File: src/rtl/t07_fpu_writeback.sv
// t07_fpu_writeback: queues FPU results and routes each to the integer or FPU register-file write port, tracking sticky fflags.
module t07_fpu_writeback #(
    parameter int DEPTH = 2
) (
    input  logic        clk,
    input  logic        rst,
    input  logic        fpuValid_i,
    output logic        fpuReady_o,
    input  logic [31:0] fpuResult_i,
    input  logic [4:0]  fpuOp_i,
    input  logic [4:0]  fpuRd_i,
    input  logic [4:0]  fpuFlags_i,
    input  logic        cpuRegWrite_i,
    output logic        intWriteEn_o,
    output logic [4:0]  intWriteAddr_o,
    output logic [31:0] intWriteData_o,
    output logic        fpWriteEn_o,
    output logic [4:0]  fpWriteAddr_o,
    output logic [31:0] fpWriteData_o,
    input  logic        fflagsClr_i,
    output logic [4:0]  fflags_o,
    output logic        busy_o
);
    localparam int AW = $clog2(DEPTH);

    logic [31:0]   res_q [DEPTH];
    logic [4:0]    rd_q  [DEPTH];
    logic          int_q [DEPTH];
    logic [AW-1:0] wr_ptr, rd_ptr;
    logic [AW:0]   count;
    logic          push, pop, nonempty, head_int, head_rd_nz, int_we, fp_we;

    assign nonempty   = count != '0;
    assign fpuReady_o = count < (AW+1)'(DEPTH);
    assign push       = fpuValid_i && fpuReady_o;
    assign head_int   = int_q[rd_ptr];
    assign head_rd_nz = rd_q[rd_ptr] != 5'd0;
    // Int writes to x0 are dropped and popped without waiting for the port.
    assign int_we     = nonempty && head_int && head_rd_nz && !cpuRegWrite_i;
    assign fp_we      = nonempty && !head_int;
    assign pop        = nonempty && !(head_int && head_rd_nz && cpuRegWrite_i);
    assign busy_o     = nonempty;

    assign intWriteEn_o   = int_we;
    assign intWriteAddr_o = int_we ? rd_q[rd_ptr]  : 5'd0;
    assign intWriteData_o = int_we ? res_q[rd_ptr] : 32'd0;
    assign fpWriteEn_o    = fp_we;
    assign fpWriteAddr_o  = fp_we ? rd_q[rd_ptr]  : 5'd0;
    assign fpWriteData_o  = fp_we ? res_q[rd_ptr] : 32'd0;

    always_ff @(posedge clk) begin
        if (push) begin
            res_q[wr_ptr] <= fpuResult_i;
            rd_q[wr_ptr]  <= fpuRd_i;
            int_q[wr_ptr] <= fpuOp_i inside {5'd15, 5'd16, 5'd17, 5'd18, 5'd19, 5'd20, 5'd23};
        end
    end

    always_ff @(posedge clk or posedge rst) begin
        if (rst) begin
            wr_ptr   <= '0;
            rd_ptr   <= '0;
            count    <= '0;
            fflags_o <= 5'd0;
        end else begin
            if (push) wr_ptr <= wr_ptr + AW'(1);
            if (pop) rd_ptr <= rd_ptr + AW'(1);
            if (push && !pop) count <= count + (AW+1)'(1);
            else if (pop && !push) count <= count - (AW+1)'(1);
            if (push) fflags_o <= (fflagsClr_i ? 5'd0 : fflags_o) | fpuFlags_i;
            else if (fflagsClr_i) fflags_o <= 5'd0;
        end
    end
endmodule

File: config.mk
export PLATFORM = sky130hd
export DESIGN_NAME = t07_fpu_writeback
export DESIGN_NICKNAME = d
export VERILOG_FILES = /design/src/rtl/t07_fpu_writeback.sv
export SDC_FILE = /design/constraint.sdc
export NUM_CORES = 1
export LEC_CHECK = 0
export CORE_ASPECT_RATIO = 0.8
export CORE_MARGIN = 1.5
export CORE_UTILIZATION = 45
export DETAILED_ROUTE_END_ITERATION = 7
export HOLD_SLACK_MARGIN = 0.12
export PLACE_DENSITY = 0.81
export SLEW_MARGIN = 25
export SYNTH_ARGS = -nofsm -noshare
export SYNTH_HDL_FRONTEND = slang
export SYNTH_SLANG_ARGS = --single-unit
File: constraint.sdc
create_clock -name clk -period 3.7 [get_ports clk]
set_input_delay 0.74 -clock clk [delete_from_list [all_inputs] [get_ports clk]]
set_output_delay 0.74 -clock clk [all_outputs]
set_load 0.01 [all_outputs]
==> results.ini <==
[run_status]
status = completed

[detailed_routing]
met1_length_um = 3603
post_drt_wl_per_cell_um = 16.27
dr_total_vias = 2592
drt-pass1-iter-count = 4
route.met2.wl_um = 4203
wl_um = 8411
wl_met3_um = 454
top_layer = met4
vias_per_cell = 5.014
dr.first_iter.drc_count = 98
drc = 0
ant_nets = 0

[synthesis]
syn-num-nets = 318
syn_inst = 265
yosysUniqueCellTypes = 32
avgSynthCellArea_um2 = 13.99
ys_seq_area_share_pct = 67.63
ys_ff_latch = 85
yosys_warnings = 0
syn_area_um2 = 3707

[floorplanning]
die_y_um = 84.19
num_rows = 29
dieArea_um2 = 8796
chipWidth_um = 104.5
start_util_pct = 46.65
ios = 135
coreArea_um2 = 7946

[pwr]
p_sw_w = 0.001279
pwr-share-clk_pct = 16.5
sequentialPowerShare_pct = 36.6
power_leakage_nw = 1.987
p_per_area_nw_per_um2 = 694.0
p_sw_share_pct = 34.25
p_comb_share_pct = 46.9
irDropWorstVdd_v = 0.0003352
finalPower_w = 0.003735
internal_power_w = 0.002456

[place]
pre_cts_ws_ns = 0.2632
dp.cells = 502
hpwl_um = 6103
io_buffers = 134
place_congestion = 0.7184

[setup_path]
worstPathRequired_ns = 2.96
arrival_ns = 2.72
critical_path_class = reg2out
crit_chain = nor4b_1 > o22a_2 > buf_12 > nor3_1 > clkdlybuf4s50_1
slowest_delay_ns = 0.63
cp_max_fo = 19
startpoint_type = register
cp-end-kind = output pin
crit_slowest_cell = dfrtp_2

[hold_path]
hold_path.class = reg2reg

[cts]
clkSinkCount = 85
cts_root_buf = clkbuf_8
cts_hold_buf = 0
numCtsBuffers = 9
insertion_delay_ns = 0.35
cts.path.max_buffers = 2
cts_tree = built
cts.clk_slew.worst_paths_ns = 0.08
htreeDepth = 3

[timing]
hold_violations = 0
holdWs_ns = 0.5229
finalMaxSlewViolations = 0
tightest_slew_ns = 0.4988
finClkSkew_ns = 0.007751
fin_crit_sh_pct = 93.51
max_clock_freq_mhz = 289.0
slew_headroom_pct = 66.28
period_needed_ns = 3.460
setup_viol_count_final = 0
finalSetupTns_ns = 0
finalWorstSetupSlack_ns = 0.2401
rsz0062_at_grt = no

[cells_and_area]
fin_nets = 458
layout-drive-gt1-share_pct = 12.71
antenna_cells = 0
area_growth_pct = 45.16
final_cells = 517

[global_route]
overflow = 0
grt_start_max_net_pins = 22
grt_use_total_pct = 19.67
grt_antenna_before_repair = 0
grt_pass1_vias = 2679
grt_pass1_wl_um = 13210

[run]
max-cap-violations = 0

[worst paths after layout]
| path | from | to | slack (ns) | cells past startpoint |
|---|---|---|---|---|
| min in group asynchronous | rst | fflags_o[3] | 0.64 | 2 |
| max reg2reg | rd_ptr | count[1] | 1.15 | 8 |
| min reg2reg | fflags_o[4] | fflags_o[4] | 0.52 | 2 |
| min | fflags_o[4] | fflags_o[4] | 0.52 | 2 |
| max | rd_ptr | intWriteData_o[31] | 0.24 | 5 |
| max in group asynchronous | rst | rd_ptr | 2.79 | 2 |
[placed cells by master (no fill, tap or decap), types with 6 or more instances in the layout]
master	Yosys	layout
clkdlybuf4s50_1	0	134
mux2i_1	38	38
o21ai_0	6	6
buf_4	5	12
nor3_2	20	20
nor3_1	19	19
nand2_1	7	6
inv_1	10	10
edfxtp_1	76	76
clkbuf_8	0	9
dfrtp_1	9	8
nor2_1	40	40
[cell usage after synthesis (all sizes together)]
cell | count | area [um2]
nand2b | 1 | 6.260
nor4b | 1 | 8.760
o21bai | 1 | 7.510
mux2i | 38 | 380.4
edfxtp | 76 | 2282
ha | 1 | 12.51
xor2 | 2 | 17.52
and2 | 1 | 6.260
nor2b | 3 | 18.77
a21boi | 1 | 7.510
a21oi | 1 | 5.000
nor3 | 39 | 295.3
or3 | 1 | 6.260
nand2 | 7 | 26.28
o22a | 1 | 8.760
dfrtp | 9 | 225.2
a32o | 1 | 10.01
o31ai | 1 | 7.510
nor4 | 1 | 6.260
o311a | 1 | 10.01
o21ai | 6 | 30.03
clkbuf | 3 | 11.26
nor3b | 1 | 7.510
buf | 15 | 97.60
o211ai | 1 | 7.510
xnor2 | 2 | 17.52
nor2 | 40 | 150.1
inv | 10 | 37.54
[cell type report]
class / count / area (um2)
clock inverters: 4 / 50.05
fillers: 561 / 2565
flip-flops and latches: 85 / 2509
well taps: 108 / 135.1
repair buffers: 147 / 1451
multi-input cells: 152 / 1067
clock buffers: 11 / 131.4
inverters: 10 / 37.54
[logic make-up after synthesis]
group,count (synthesis),share of synthesized area (%)
AO/OA/AOI/OAI,14,2.531
XOR/XNOR,4,0.9452
adder cells (fa/ha/maj),1,0.3374
buffers and inverters,28,3.949
flip-flops,85,67.63
multiplexers,38,10.26
AND/OR/NAND/NOR,95,14.34
[critical path, delay by kind of cell (launching register included)]
| kind | cells | cell delay (ns) |
|---|---|---|
| AO/OA/AOI/OAI | 1 | 0.48 |
| buffers and inverters | 2 | 0.70 |
| AND/OR/NAND/NOR | 2 | 0.55 |
| flip-flops | 1 | 0.63 |
[metal layers]
metal  track usage, %  vias up
li1                 -     1241
met1            24.00     1244
met2            33.85       97
met3            5.280       10
met4            7.071        0
met5                0        -
[metrics by stage]
stage	utilization (%)	cell area (um2)
2_1_floorplan	-	3707
3_3_place_gp	65.41	5197
3_5_place_dp	65.41	5197
4_1_cts	67.69	5379
5_1_grt	67.72	5381
6_report	67.72	5381
[power by group through the flow]
stage	clock, W	sequential (W)	combinational, W
floorplan	0	0.00134	0.000944
global placement	0	0.00138	0.00171
detailed placement	0	0.00139	0.00176
CTS	0.000632	0.00137	0.00177
global route	0.000666	0.00139	0.00188
finish	0.000616	0.00137	0.00175
[state kept, by name (all words and copies together), names as in the netlist]
| register | count |
|---|---|
| rd_q | 10 |
| res_q | 64 |
| count | 2 |
| rd_ptr | 1 |
| fflags_o | 5 |
| wr_ptr | 1 |
| int_q | 2 |
[timing repair]
item / CTS / global route
buffers inserted: 0 / 0
resized for setup: 0 / 1
setup endpoints to repair: 0 / 21
(Power assumes the default switching activity.)
